File: src/rtl/flash_op_seq.sv
// Flash operation sequencer: splits a read/program/erase command into single-word
// requests toward the protection stage. Optional request watchdog: FLASH_OP_SEQ_TIMEOUT_EN.
module flash_op_seq #(
  parameter int AW   = 17,
  parameter int DW   = 32,
  parameter int CntW = 12
) (
  input  logic            clk_i,
  input  logic            rst_ni,
  input  logic            op_start_i,
  input  logic [1:0]      op_type_i,
  input  logic            op_erase_sel_i,
  input  logic [AW-1:0]   op_addr_i,
  input  logic [CntW-1:0] op_num_i,
  output logic            op_busy_o,
  output logic            op_done_o,
  output logic            op_err_o,
  input  logic [DW-1:0]   prog_data_i,
  input  logic            prog_valid_i,
  output logic            prog_ready_o,
  output logic [DW-1:0]   rd_data_o,
  output logic            rd_valid_o,
  input  logic            rd_ready_i,
  output logic            flash_req_o,
  output logic            flash_rd_o,
  output logic            flash_prog_o,
  output logic            flash_pg_erase_o,
  output logic            flash_bk_erase_o,
  output logic [AW-1:0]   flash_addr_o,
  output logic            flash_ovfl_o,
  output logic [DW-1:0]   flash_prog_data_o,
  input  logic            flash_rd_done_i,
  input  logic            flash_prog_done_i,
  input  logic            flash_erase_done_i,
  input  logic            flash_error_i,
  input  logic [DW-1:0]   flash_rd_data_i
);

  localparam logic [1:0] OP_RD    = 2'd0;
  localparam logic [1:0] OP_PROG  = 2'd1;
  localparam logic [1:0] OP_ERASE = 2'd2;

  typedef enum logic [2:0] {
    IDLE     = 3'd0,
    GET_DATA = 3'd1,
    ISSUE    = 3'd2,
    PUSH_RD  = 3'd3,
    FINISH   = 3'd4
  } state_e;

  state_e          state_q;
  logic [1:0]      type_q;
  logic            esel_q;
  logic [AW-1:0]   addr_q;
  logic [CntW-1:0] num_q;
  logic [CntW-1:0] cnt_q;
  logic            err_q;
  logic            ovfl_q;
  logic            busy_q;
  logic            done_q;
  logic            operr_q;
  logic            req_q;
  logic            rdv_q;
  logic [DW-1:0]   rd_data_q;
  logic [DW-1:0]   prog_data_q;
  logic            done_match;
  logic            last_word;
  logic [AW:0]     addr_sum_d;
  logic [CntW-1:0] cnt_inc_d;
`ifdef FLASH_OP_SEQ_TIMEOUT_EN
  logic [15:0]     tmo_q;
`endif

  // Only the done pulse of the operation in flight is honoured
  always_comb begin
    done_match = 1'b0;
    case (type_q)
      OP_RD:    done_match = flash_rd_done_i;
      OP_PROG:  done_match = flash_prog_done_i;
      OP_ERASE: done_match = flash_erase_done_i;
      default:  done_match = 1'b0;
    endcase
  end

  assign addr_sum_d = {1'b0, addr_q} + {{AW{1'b0}}, 1'b1};
  assign cnt_inc_d  = cnt_q + {{(CntW-1){1'b0}}, 1'b1};
  assign last_word  = (cnt_q == num_q);

  // Sequencer FSM with all control outputs registered
  always_ff @(posedge clk_i or negedge rst_ni) begin
    if (!rst_ni) begin
      state_q     <= IDLE;
      type_q      <= 2'd0;
      esel_q      <= 1'b0;
      addr_q      <= {AW{1'b0}};
      num_q       <= {CntW{1'b0}};
      cnt_q       <= {CntW{1'b0}};
      err_q       <= 1'b0;
      ovfl_q      <= 1'b0;
      busy_q      <= 1'b0;
      done_q      <= 1'b0;
      operr_q     <= 1'b0;
      req_q       <= 1'b0;
      rdv_q       <= 1'b0;
      rd_data_q   <= {DW{1'b0}};
      prog_data_q <= {DW{1'b0}};
`ifdef FLASH_OP_SEQ_TIMEOUT_EN
      tmo_q       <= 16'd0;
`endif
    end else begin
`ifdef FLASH_OP_SEQ_TIMEOUT_EN
      tmo_q <= 16'd0;
`endif
      case (state_q)
        IDLE: begin
          ovfl_q  <= 1'b0;
          done_q  <= 1'b0;
          operr_q <= 1'b0;
          if (op_start_i) begin
            type_q <= op_type_i;
            esel_q <= op_erase_sel_i;
            addr_q <= op_addr_i;
            num_q  <= op_num_i;
            cnt_q  <= {CntW{1'b0}};
            err_q  <= 1'b0;
            busy_q <= 1'b1;
            case (op_type_i)
              OP_RD, OP_ERASE: begin
                req_q   <= 1'b1;
                state_q <= ISSUE;
              end
              OP_PROG: state_q <= GET_DATA;
              default: begin
                err_q   <= 1'b1;
                state_q <= FINISH;
              end
            endcase
          end
        end
        GET_DATA: begin
          if (prog_valid_i) begin
            prog_data_q <= prog_data_i;
            req_q       <= 1'b1;
            state_q     <= ISSUE;
          end
        end
        ISSUE: begin
          // Completion pulses are raised on entry to FINISH to save a cycle of latency
          if (done_match) begin
            req_q <= 1'b0;
            if (flash_error_i) begin
              err_q   <= 1'b1;
              done_q  <= 1'b1;
              operr_q <= 1'b1;
              state_q <= FINISH;
            end else begin
              case (type_q)
                OP_RD: begin
                  rd_data_q <= flash_rd_data_i;
                  rdv_q     <= 1'b1;
                  state_q   <= PUSH_RD;
                end
                OP_PROG: begin
                  if (last_word) begin
                    done_q  <= 1'b1;
                    state_q <= FINISH;
                  end else begin
                    addr_q  <= addr_sum_d[AW-1:0];
                    cnt_q   <= cnt_inc_d;
                    ovfl_q  <= ovfl_q | addr_sum_d[AW];
                    state_q <= GET_DATA;
                  end
                end
                default: begin
                  done_q  <= 1'b1;
                  state_q <= FINISH;
                end
              endcase
            end
          end else begin
`ifdef FLASH_OP_SEQ_TIMEOUT_EN
            if (tmo_q == 16'hFFFE) begin
              req_q   <= 1'b0;
              err_q   <= 1'b1;
              done_q  <= 1'b1;
              operr_q <= 1'b1;
              state_q <= FINISH;
            end else begin
              tmo_q <= tmo_q + 16'd1;
            end
`else
            req_q <= 1'b1;
`endif
          end
        end
        PUSH_RD: begin
          if (rd_ready_i) begin
            rdv_q <= 1'b0;
            if (last_word) begin
              done_q  <= 1'b1;
              state_q <= FINISH;
            end else begin
              addr_q  <= addr_sum_d[AW-1:0];
              cnt_q   <= cnt_inc_d;
              ovfl_q  <= ovfl_q | addr_sum_d[AW];
              req_q   <= 1'b1;
              state_q <= ISSUE;
            end
          end
        end
        FINISH: begin
          // Illegal commands arrive without a pending pulse and spend one extra cycle here
          if (!done_q) begin
            done_q  <= 1'b1;
            operr_q <= err_q;
          end else begin
            done_q  <= 1'b0;
            operr_q <= 1'b0;
            busy_q  <= 1'b0;
            state_q <= IDLE;
          end
        end
        default: state_q <= IDLE;
      endcase
    end
  end

  assign op_busy_o         = busy_q;
  assign op_done_o         = done_q;
  assign op_err_o          = operr_q;
  assign prog_ready_o      = (state_q == GET_DATA) && prog_valid_i;
  assign rd_data_o         = rd_data_q;
  assign rd_valid_o        = rdv_q;
  assign flash_req_o       = req_q;
  assign flash_rd_o        = req_q && (type_q == OP_RD);
  assign flash_prog_o      = req_q && (type_q == OP_PROG);
  assign flash_pg_erase_o  = req_q && (type_q == OP_ERASE) && !esel_q;
  assign flash_bk_erase_o  = req_q && (type_q == OP_ERASE) && esel_q;
  assign flash_addr_o      = addr_q;
  assign flash_ovfl_o      = ovfl_q;
  assign flash_prog_data_o = prog_data_q;

endmodule

File: config.mk
export PLATFORM = sky130hd
export DESIGN_NAME = flash_op_seq
export DESIGN_NICKNAME = d
export VERILOG_FILES = /design/src/rtl/flash_op_seq.sv
export SDC_FILE = /design/constraint.sdc
export NUM_CORES = 1
export LEC_CHECK = 0
export CAP_MARGIN = 30
export CORE_MARGIN = 4
export CORE_UTILIZATION = 44
export CTS_BUF_LIST = sky130_fd_sc_hd__clkbuf_4 sky130_fd_sc_hd__clkbuf_8 sky130_fd_sc_hd__clkbuf_16
export CTS_CLUSTER_DIAMETER = 60
export DETAILED_ROUTE_END_ITERATION = 8
export PLACE_DENSITY = 0.79
export SLEW_MARGIN = 15
export SYNTH_ARGS = -nofsm -noshare
export SYNTH_HDL_FRONTEND = slang
export SYNTH_SLANG_ARGS = --single-unit
File: constraint.sdc
create_clock -name clk_i -period 2.8 [get_ports clk_i]
set_input_delay 0.56 -clock clk_i [delete_from_list [all_inputs] [get_ports clk_i]]
set_output_delay 0.56 -clock clk_i [all_outputs]
set_load 0.01 [all_outputs]
### Yosys cells after proc, flatten, opt, wreduce, memory -nomap -nowiden

Cells that the tools add are included.

| word-level totals | value |
|---|---|
| bits in registers | 118 |
| latch bits | 0 |
| bits in writable memories | 0 |
| ROM bits | 0 |
| output and inout port bits | 92 |
| memories kept | 0 |

| cells by class | value |
|---|---|
| $add $sub $neg | 2 |
| $mul | 0 |
| divide/modulo/power cells | 0 |
| magnitude comparators | 0 |
| equal/unequal tests | 21 |
| shifts and indexed selects | 0 |
| mux-type cells | 61 |
| bitwise gates (word level) | 2 |
| reductions and logical operators | 31 |

Operators by type and width:

| kind | count |
|---|---|
| $mux 17 | 6 |
| $mux 12 | 6 |
| $pmux 17 s3 | 1 |
| $pmux 12 s3 | 1 |
| $mux 1 | 27 |
| $mux 3 | 8 |
| $ne 2x2->1 const B | 10 |
| $add 17x1->18 const B | 1 |
| $pmux 3 s5 | 1 |
| $reduce_and 5->1 | 3 |
| $add 12x1->12 const B | 1 |
| $eq 12x12->1 | 1 |
| $pmux 3 s2 | 2 |
| $reduce_and 4->1 | 3 |
| $reduce_and 6->1 | 2 |
| $pmux 1 s3 | 3 |
| $pmux 1 s2 | 4 |
| $pmux 1 s4 | 2 |
| $reduce_bool 4->1 | 2 |
| $eq 3x2->1 const B | 2 |
| $logic_and 1x1->1 | 6 |
| $reduce_and 3->1 | 2 |
| $reduce_bool 2->1 | 3 |
| $reduce_bool 3->1 | 2 |
| 14 further kinds | 18 |

### Longest topological paths before layout

Gate-level depths: netlist of run 1.

| logic depth | value |
|---|---|
| depth after elaboration | 7 |
| gate-level depth with buffers | 9 |

### Worst setup path after synthesis of run 1

Ideal clock, no wire load.

| timing | value |
|---|---|
| path type | input -> register |
| start | in flash_error_i |
| end | reg addr_q[6], in the netlist flash_addr_o[6] |
| library setup time | 0.121 ns |
| arrival | 2.153 ns |
| data required time | 2.679 ns |
| setup slack | 0.526 ns |
| stages | 8 |
| buffers on the path | 2 |
| path through | or3b_1 -> a221oi_2 -> nand3_1 -> buf_2 -> nor2_1 -> buf_2 -> o21ai_1 -> a22o_1 |

| on the way | value |
|---|---|
| word-level cells in the longest chain between the ends | 2 |

Ends and longest elaborated chain:

| element | RTL line | text |
|---|---|---|
| from (decl) | 35 | `input logic flash_error_i,` |
| $ne 2x2->1 (no source line) | - |  |
| $reduce_and 6->1 (no source line) | - |  |
| to (signal assigned) | 95 | `addr_q <= {AW{1'b0}};` |
| to (signal assigned) | 122 | `addr_q <= op_addr_i;` |
| to (signal assigned) | 168 | `addr_q <= addr_sum_d[AW-1:0];` |
| to (decl) | 54 | `logic [AW-1:0] addr_q;` |

Every way passes these cells.
A chain may end at the register's enable or synchronous reset.

### Worst setup path in the final report of run 1

| timing | value |
|---|---|
| start | reg state_q[0] |
| end | out prog_ready_o |

| on the way | value |
|---|---|
| word-level cells in the longest chain between the ends | 2 |

Ends and longest elaborated chain:

| element | RTL line | text |
|---|---|---|
| from (decl) | 51 | `state_e state_q;` |
| from (signal assigned) | 92 | `state_q <= IDLE;` |
| from (signal assigned) | 130 | `state_q <= ISSUE;` |
| from (signal assigned) | 132 | `OP_PROG: state_q <= GET_DATA;` |
| $eq 3x1->1 | 231 | `assign prog_ready_o = (state_q == GET_DATA) && prog_valid_i;` |
| $logic_and 1x1->1 | 231 |  |
| to (decl) | 20 | `output logic prog_ready_o,` |

Every way passes these cells.

==> out/qor.yml, run 1 <==
critPathKind: "reg2out"
synth_fp_nets: 613
min_period_over_period: 0.904
cts_max_path_buffers: 2
cts_root_buffer: "clkbuf_16"
hold_path_class: "in2async"
num_antenna_cells: 0
io_buffers: 196
initial_core_util: 0.450
grt_max_degree: 46
grt_first_pass_wirelength_mm: 26.7
syn_area_per_cell_um2: 10.7
cp_top_family: "buffers and inverters"
synth_flop_cell: "dfrtp_1"
setup-violations-final: 0
timing.rr.start: "state_q[0]"
reg2reg_to: "flash_addr_o[7]"
ys_ff_latch: 118
postCtsHoldBufs: 0
post-dp-hpwl_mm: 11.9
wl_mm: 16.3
grt.total_usage: 0.238
worstPathArrival_ns: 1.97
grt_pass1_vias: 5120
period_needed_ns: 2.53
synth_area_leader_cell: "dfrtp_1"
critical_path.max_stage_delay_ns: 0.59
synth_edf_count: 0
fill_cells: 875
worst_slew_pin_slew_ns: 0.618
rsz0062_at_grt: "false"
end_kind: "output pin"
die_area_mm2: 0.0141
fin_setup_tns_ns: 0
syn_inst: 506
nets: 831
finClkSkew_ns: 0.00593
synth_top_area_share: 0.547
syn_area_mm2: 0.00540
vias: 4735
dieWidth_um: 119
ff2ff_setup_slack_ns: 0.48
cp.required_ns: 2.24
drt_iter0_drc: 424
p_leak_nw: 3.53
drive_gt1_frac: 0.178
grt-ovfl-total: 0
gp_congestion: 0.914
cts_setup_buffers: 0
numCtsBuffers: 17
chipHeight_um: 119
yosys_warnings: 0
first_pass_iters: 4
worst-path-buf-inv: 2
fmax_ghz: 0.395
fp-row-count: 40
maxCapViolations: 0
ys_types: 49
syn_to_final_growth_pct: 52.6
relSlewSlack: 0.588
path_clk_slew_ns: 0.05
ant_nets: 0
start_kind: "register"
yosysMostFrequentCell: "dfrtp_1"
viasPerCell: 5.36
core_mm2: 0.0120
ys_top_cells_by_count: "dfrtp_1, nand2_1, mux2_2"
yosysSeqAreaShare: 0.547
cts_tree: "built"
cellPowerDensity_mw_per_mm2: 1170
route.detailed.drc: 0
critPathMaxFanout: 10
antenna_found_initial: 0
cts.sinks: 118
slew_viol_final: 0
wire_per_inst_um: 18.4
synth-async-reset-ratio: 1.00
max-vdd-ir-drop_mv: 0.836
cts_resized: 0
status: "complete, no violations"
cp_slowest_cell: "clkdlybuf4s50_1"
r2r_cells: 8
io_pins: 197
worstPathCellList: "buf_4 > nand2_1 > nor3_2 > clkdlybuf4s50_1"
final_area_mm2: 0.00824
clk_latency_ns: 0.42
htree_levels: 4
synth.area.top_cells: "dfrtp_1, mux2_2, nand2_1"
placed_cell_area_mm2: 0.00767
hold_viol: 0
power_mw: 9.62
==> cell usage in the layout, fill, tap and decap left out, types with 4 or more instances in the layout <==
master / netlist / final
nor3_1: 11 / 10
nor2_1: 33 / 32
clkinv_2: 0 / 6
nand2b_1: 4 / 4
clkdlybuf4s50_1: 0 / 195
and3_1: 5 / 5
xnor2_1: 16 / 16
o22ai_1: 5 / 5
nand4_1: 6 / 6
dfrtp_1: 118 / 118
buf_4: 1 / 28
clkbuf_4: 0 / 4
a31oi_1: 5 / 5
o22a_1: 4 / 4
inv_1: 5 / 5
clkbuf_16: 0 / 17
mux2_2: 65 / 65
nand3b_1: 4 / 4
a21oi_1: 30 / 30
o21ai_1: 12 / 12
o21ai_0: 12 / 12
nand3_1: 14 / 14
nand2_1: 86 / 86
==> routing by layer <==
metal | GRT usage | part of all wire | wire (µm) | up-vias
met5 | 0 | 0 | 0 | -
met4 | 0.0753 | 0.016 | 266 | 0
met3 | 0.116 | 0.10 | 1700 | 21
met2 | 0.414 | 0.51 | 8290 | 211
met1 | 0.255 | 0.37 | 6020 | 2275
li1 | - | - | - | 2228
==> layout make-up <==
class	count	area [µm²]	share of cell area
repair buffers	224	2180	0.265
clock buffers	22	469	0.0569
multi-input cells	358	2330	0.283
flip-flops and latches	118	2950	0.358
inverters	5	18.8	0.00228
well taps	147	184	0.0223
clock inverters	10	105	0.0128
==> metrics by stage <==
step                      cells  hold slack, ns   util  worst slack [ns]
final                       884           0.156  0.686             0.268
after global routing        884           0.196  0.686             0.146
after CTS                   884           0.169  0.686             0.253
after detailed placement    852           0.485  0.638            0.0426
after global placement      852           0.481  0.638            0.0765
after floorplan             506           0.264      -             0.526
==> how the worst max path moves through the flow <==
| stage | depth (start not counted) | start | end |
|---|---|---|---|
| floorplan | 8 | flash_error_i | flash_addr_o[6] |
| global placement | 8 | flash_error_i | cnt_q[11] |
| detailed placement | 10 | flash_error_i | flash_addr_o[5] |
| CTS | 4 | state_q[0] | prog_ready_o |
| global route | 4 | state_q[0] | prog_ready_o |
| finish | 4 | state_q[0] | prog_ready_o |
==> state kept, by name (all words and copies together), names as in the netlist <==
signal	flops
flash_req_o	1
num_q	12
cnt_q	12
state_q	3
rd_valid_o	1
op_done_o	1
flash_prog_data_o	32
rd_data_o	32
op_busy_o	1
err_q	1
type_q	2
flash_addr_o	17
flash_ovfl_o	1
op_err_o	1
esel_q	1
==> logic make-up (layout without fill, tap and decap cells) <==
| group | count (synthesis) | count (layout) | share of synthesized area |
|---|---|---|---|
| flops | 118 | 118 | 0.547 |
| compound gates | 87 | 87 | 0.0989 |
| xor+xnor | 17 | 17 | 0.0276 |
| buf+inv | 30 | 261 | 0.0232 |
| fa+ha+maj | 2 | 2 | 0.00463 |
| simple gates | 184 | 184 | 0.158 |
| mux | 68 | 68 | 0.141 |
==> where the power goes <==
part | internal (mW) | total [mW] | switching [mW]
logic | 2.38 | 4.46 | 2.08
clock network | 1.36 | 2.11 | 0.749
registers | 2.47 | 3.05 | 0.579
total | 6.21 | 9.62 | 3.41
Note: power is estimated with default switching activity, not from simulation.
==> run 2: changes to the inputs <==
--- a/config.mk
+++ b/config.mk
@@ -11,7 +11,7 @@
 export CTS_BUF_LIST = sky130_fd_sc_hd__clkbuf_4 sky130_fd_sc_hd__clkbuf_8 sky130_fd_sc_hd__clkbuf_16
 export CTS_CLUSTER_DIAMETER = 60
 export DETAILED_ROUTE_END_ITERATION = 8
-export PLACE_DENSITY = 0.79
+export DONT_BUFFER_PORTS = 1
 export SLEW_MARGIN = 15
 export SYNTH_ARGS = -nofsm -noshare
 export SYNTH_HDL_FRONTEND = slang
==> run 2 against run 1 <==
Effect of this change:
- the run now ends with hold timing left
- setup slack improved by 0.17 ns
- maximum frequency increased by 7.4%
- first-iteration DRC count decreased by 26%
- global-route usage decreased by 4.0 points
- clock power about the same
- critical path depth increased by 3
- clock skew about the same
- core utilization decreased by 17 points
- die area unchanged
- cell area decreased by 25%
- hold slack got worse by 0.30 ns
- critical path type is now reg2reg
- critical endpoint is now flash_addr_o[3]
- largest cell class unchanged
==> out/qor.yml, run 2 (synthesized netlist as in run 1, its figures left out) <==
ant_nets: 0  # unchanged
violations: "hold timing"
final_cells: 679  # was 884
end_kind: "register"  # was output pin
critPathMaxFanout: 16  # was 10
wl_mm: 13.6  # was 16.3 mm
p_leak_nw: 2.72  # was 3.53 nW
fin_setup_tns_ns: 0  # unchanged
cts_tree: "built"  # unchanged
start_kind: "register"  # unchanged
syn_to_final_growth_pct: 15.1  # was 52.6%
cts_setup_buffers: 0  # unchanged
gp_congestion: 0.843  # was 0.914
cts.sinks: 118  # unchanged
rsz0062_at_grt: "false"  # unchanged
layout_setup_ws_ns: 0.442  # was 0.268 ns
worstPathArrival_ns: 2.68  # was 1.97 ns
grt_pass1_vias: 4065  # was 5120
worst-path-buf-inv: 1  # was 2
critPathKind: "reg2reg"  # was reg2out
numCtsBuffers: 17  # unchanged
clockPowerShare: 0.261  # was 0.219
p_sw_mw: 3.09  # was 3.41 mW
critical_path.max_stage_delay_ns: 0.50  # was 0.59 ns
dieWidth_um: 119  # unchanged
p_int_mw: 4.96  # was 6.21 mW
setup-violations-final: 0  # unchanged
fp-row-count: 40  # unchanged
vias: 3885  # was 4735
hold_path_class: "in2async"  # unchanged
drt_iter0_drc: 312  # was 424
num_antenna_cells: 0  # unchanged
worst_slew_pin_slew_ns: 0.591  # was 0.618 ns
htree_levels: 4  # unchanged
maxCapViolations: 0  # unchanged
min_period_over_period: 0.842  # was 0.904
grt.total_usage: 0.198  # was 0.238
io_buffers: 0  # was 196
power_mw: 8.05  # was 9.62 mW
path_clk_slew_ns: 0.05  # about the same
cellPowerDensity_mw_per_mm2: 1300  # was 1170 mW/mm²
grt_first_pass_wirelength_mm: 22.1  # was 26.7 mm
finClkSkew_ns: 0.00641  # was 0.00593 ns
route.detailed.drc: 0  # unchanged
post-dp-hpwl_mm: 9.86  # was 11.9 mm
initial_core_util: 0.450  # unchanged
cts_root_buffer: "clkbuf_16"  # unchanged
viasPerCell: 5.72  # was 5.36
relSlewSlack: 0.602  # was 0.588
sw_frac_of_total: 0.384  # was 0.354
core_mm2: 0.0120  # unchanged
grt_max_degree: 119  # was 46
chipHeight_um: 119  # unchanged
cts_max_path_buffers: 2  # unchanged
hold_slack_ns: -0.147  # was 0.156 ns
hold_viol: 118  # was 0
die_area_mm2: 0.0141  # unchanged
place_ws_ns: 0.409  # was 0.0426 ns
final_cell_mix: "dfrtp_1, nand2_1, mux2_2"  # was clkdlybuf4s50_1, dfrtp_1, nand2_1
layout_commonest_cell: "dfrtp_1"  # was clkdlybuf4s50_1
placed_cell_area_mm2: 0.00564  # was 0.00767 mm²
dp.cells: 648  # was 852
nets: 627  # was 831
worstPathCellList: "or3b_1 > a221oi_2 > nand3_1 > or2_1 > buf_4 > a21oi_1 > a2bb2oi_1"  # was buf_4 > nand2_1 > nor3_2 > clkdlybuf4s50_1
cp_top_family: "simple AND/OR/NAND/NOR gates"  # was buffers and inverters
final_area_mm2: 0.00621  # was 0.00824 mm²
clk_latency_ns: 0.40  # was 0.42 ns
fmax_ghz: 0.424  # was 0.395 GHz
drive_gt1_frac: 0.227  # was 0.178
fill_cells: 1096  # was 875
io_pins: 197  # unchanged
slew_viol_final: 0  # unchanged
cts_resized: 0  # unchanged
wire_per_inst_um: 20.1  # was 18.4 µm
first_pass_iters: 5  # was 4
status: "finished with violations"  # was complete, no violations
period_needed_ns: 2.36  # was 2.53 ns
grt-ovfl-total: 0  # unchanged
max-vdd-ir-drop_mv: 0.576  # was 0.836 mV
cp.required_ns: 3.12  # was 2.24 ns
cp_slowest_cell: "dfrtp_1"  # was clkdlybuf4s50_1
sequentialPowerShare: 0.425  # was 0.317
combPwrFrac: 0.314  # was 0.464
antenna_found_initial: 0  # unchanged
==> run 2: final timing paths <==
path / from / endpoint / slack [ns] / cells past startpoint
max in group asynchronous: rst_ni / flash_addr_o[11] / 2.76 / 0
min in group clk_i: op_num_i[9] / num_q[9] / 0.26 / 2
min reg2reg: num_q[9] / num_q[9] / 0.50 / 2
max reg2reg: type_q[0] / flash_addr_o[3] / 0.44 / 7
max: type_q[0] / flash_addr_o[3] / 0.44 / 7
min: rst_ni / cnt_q[11] / -0.15 / 0
==> run 2: power by group through the flow <==
stage               Clock (mW)  Sequential, mW  Combinational [mW]
finish                    2.10            3.42                2.53
floorplan                    0            3.20                2.00
global route              2.25            3.54                2.86
global placement             0            3.44                2.45
CTS                       2.16            3.44                2.55
detailed placement           0            3.44                2.55
==> run 2: area by class of cell <==
type | instances | area [µm²] | area share
clock buffers | 19 | 447 | 0.0719
clock inverters | 12 | 131 | 0.0211
inverters | 5 | 18.8 | 0.00302
multi-input cells | 358 | 2330 | 0.375
flip-flops and latches | 118 | 2950 | 0.475
well taps | 147 | 184 | 0.0296
repair buffers | 20 | 150 | 0.0242
==> run 2: metal layers <==
layer / global-route usage / wire length (µm) / vias up
li1: - / - / 1815
met1: 0.229 / 5270 / 1864
met2: 0.319 / 6690 / 187
met3: 0.102 / 1480 / 19
met4: 0.0637 / 170 / 0
met5: 0 / 0 / -
==> run 2: metrics by stage <==
step                 util  hold WS [ns]
floorplan               -         0.264
global placement    0.469         0.269
detailed placement  0.469         0.269
CTS                 0.517        -0.174
global route        0.517        -0.178
finish              0.517        -0.147
==> run 3: changes to the inputs <==
==> constraint.sdc (replaced) <==
create_clock -name clk_i -period 2 [get_ports clk_i]
set_input_delay 0.4 -clock clk_i [delete_from_list [all_inputs] [get_ports clk_i]]
set_output_delay 0.4 -clock clk_i [all_outputs]
set_load 0.01 [all_outputs]
==> run 3 against run 2 <==
Effect of this change:
- critical path type unchanged
- total power rose by 65%
- setup slack lost 0.55 ns
- the run ends with hold timing, setup timing left
- core utilization increased by 7.2 points
==> out/qor.yml, run 3 (synthesized netlist as in run 1, its figures left out) <==
final_cell_mix: "dfrtp_1, nand2_1, mux2_2"  # unchanged
layout_commonest_cell: "dfrtp_1"  # unchanged
num_antenna_cells: 0  # unchanged
htree_levels: 4  # unchanged
wl_mm: 14.6  # was 13.6 mm
io_pins: 197  # unchanged
seq_area_mm2: 0.00296  # was 0.00295 mm²
chipHeight_um: 119  # unchanged
place_ws_ns: -0.187  # was 0.409 ns
first_pass_iters: 5  # unchanged
hold_viol: 118  # unchanged
setup-violations-final: 33  # was 0
wire_per_inst_um: 19.9  # was 20.1 µm
wl_met2_mm: 7.19  # was 6.69 mm
hold_path_class: "in2async"  # unchanged
placed_cell_area_mm2: 0.00600  # was 0.00564 mm²
initial_core_util: 0.450  # unchanged
cts.sinks: 118  # unchanged
p_leak_nw: 3.11  # was 2.72 nW
grt_first_pass_wirelength_mm: 22.4  # was 22.1 mm
hold_slack_ns: -0.313  # was -0.147 ns
period_needed_ns: 2.11  # was 2.36 ns
cp.required_ns: 2.33  # was 3.12 ns
post-dp-hpwl_mm: 10.3  # was 9.86 mm
drt_iter0_drc: 257  # was 312
path_clk_slew_ns: 0.06  # was 0.05 ns
relSlewSlack: 0.680  # was 0.602
die_area_mm2: 0.0141  # unchanged
fp-row-count: 40  # unchanged
fill_cells: 1005  # was 1096
cts_tree: "built"  # unchanged
viasPerCell: 5.69  # was 5.72
numCtsBuffers: 17  # unchanged
max-vdd-ir-drop_mv: 0.886  # was 0.576 mV
multi_input_area_mm2: 0.00265  # was 0.00233 mm²
route.detailed.drc: 0  # unchanged
nets: 677  # was 627
vias: 4155  # was 3885
core_mm2: 0.0120  # unchanged
status: "finished with violations"  # unchanged
cellPowerDensity_mw_per_mm2: 1880  # was 1300 mW/mm²
met3RoutedLength_mm: 1.53  # was 1.48 mm
drive_gt1_frac: 0.396  # was 0.227
slew_viol_final: 0  # unchanged
io_buffers: 0  # unchanged
final_area_mm2: 0.00708  # was 0.00621 mm²
critPathKind: "reg2reg"  # unchanged
min_period_over_period: 1.05  # was 0.842
fmax_ghz: 0.474  # was 0.424 GHz
ant_nets: 0  # unchanged
end_kind: "register"  # unchanged
grt_pass1_vias: 4294  # was 4065
syn_to_final_growth_pct: 31.1  # was 15.1%
grt_max_degree: 119  # unchanged
clk_latency_ns: 0.41  # was 0.40 ns
layout_setup_ws_ns: -0.109  # was 0.442 ns
grt-ovfl-total: 0  # unchanged
cts_max_path_buffers: 2  # unchanged
violations: "hold timing, setup timing"  # was hold timing
maxCapViolations: 0  # unchanged
dieWidth_um: 119  # unchanged
rsz0062_at_grt: "true"  # was false
r2r_cells: 6  # was 7
antenna_found_initial: 0  # unchanged
finClkSkew_ns: 0.00967  # was 0.00641 ns
highest_layer: "met4"  # unchanged
worstPathArrival_ns: 2.44  # was 2.68 ns
grt.total_usage: 0.201  # was 0.198
cts_root_buffer: "clkbuf_16"  # unchanged
critPathMaxFanout: 5  # was 16
gp_congestion: 0.874  # was 0.843
worst_slew_pin_slew_ns: 0.480  # was 0.591 ns
start_kind: "register"  # unchanged
met1Wirelength_mm: 5.55  # was 5.27 mm
run 3: metal layers:
| metal | vias to the layer above | track usage |
|---|---|---|
| li1 | 1922 | - |
| met1 | 2035 | 0.230 |
| met2 | 176 | 0.320 |
| met3 | 22 | 0.107 |
| met4 | 0 | 0.0724 |
| met5 | - | 0 |
run 3: worst max-delay path, cell delays in order, from the launching register on:
cell and delay [ns]:
dfrtp_1 0.38, or3b_4 0.41, a221oi_4 0.29, nand3_2 0.16, or2_4 0.32, or3_1 0.34, a21oi_2 0.13
run 3: worst paths after layout:
check / slack, ns / start / to
worst max-delay path: -0.11 / type_q[0] / cnt_q[3]
worst min-delay path: -0.31 / rst_ni / flash_addr_o[15]
worst max register to register: -0.11 / type_q[0] / cnt_q[3]
worst min register to register: 0.50 / num_q[6] / num_q[6]
max in group asynchronous: 2.16 / rst_ni / rd_data_o[18]
min in group clk_i: 0.09 / op_num_i[2] / num_q[2]
run 3: layout make-up:
type / instances / area share
flip-flops and latches: 118 / 0.417
multi-input cells: 358 / 0.374
repair buffers: 70 / 0.0903
clock buffers: 21 / 0.0652
well taps: 147 / 0.0260
clock inverters: 11 / 0.0244
inverters: 5 / 0.00265
run 3: metrics by stage:
| stage | cells | TNS [ns] | utilization | total power, mW |
|---|---|---|---|---|
| after global routing | 730 | -4.71 | 0.589 | 14.1 |
| after floorplan | 506 | -0.0993 | - | 7.37 |
| after CTS | 725 | -0.685 | 0.559 | 12.6 |
| after global placement | 691 | -2.89 | 0.499 | 8.97 |
| final | 730 | -1.19 | 0.589 | 13.3 |
| after detailed placement | 691 | -4.61 | 0.499 | 9.11 |
run 3: timing repair:
item / 4_1_cts / 5_1_grt
endpoints found under the setup margin: 40 / 45
resized for setup: 15 / 69
buffers inserted: 2 / 3
pin swaps: 4 / 29
endpoints found under the hold margin: 118 / 118
cloned: 0 / 2
run 3: report_power, final:
group          switching (mW)  total, mW  internal [mW]
Clock                    1.05       3.21           2.16
Sequential               1.32       4.78           3.46
Combinational            2.57       5.29           2.71
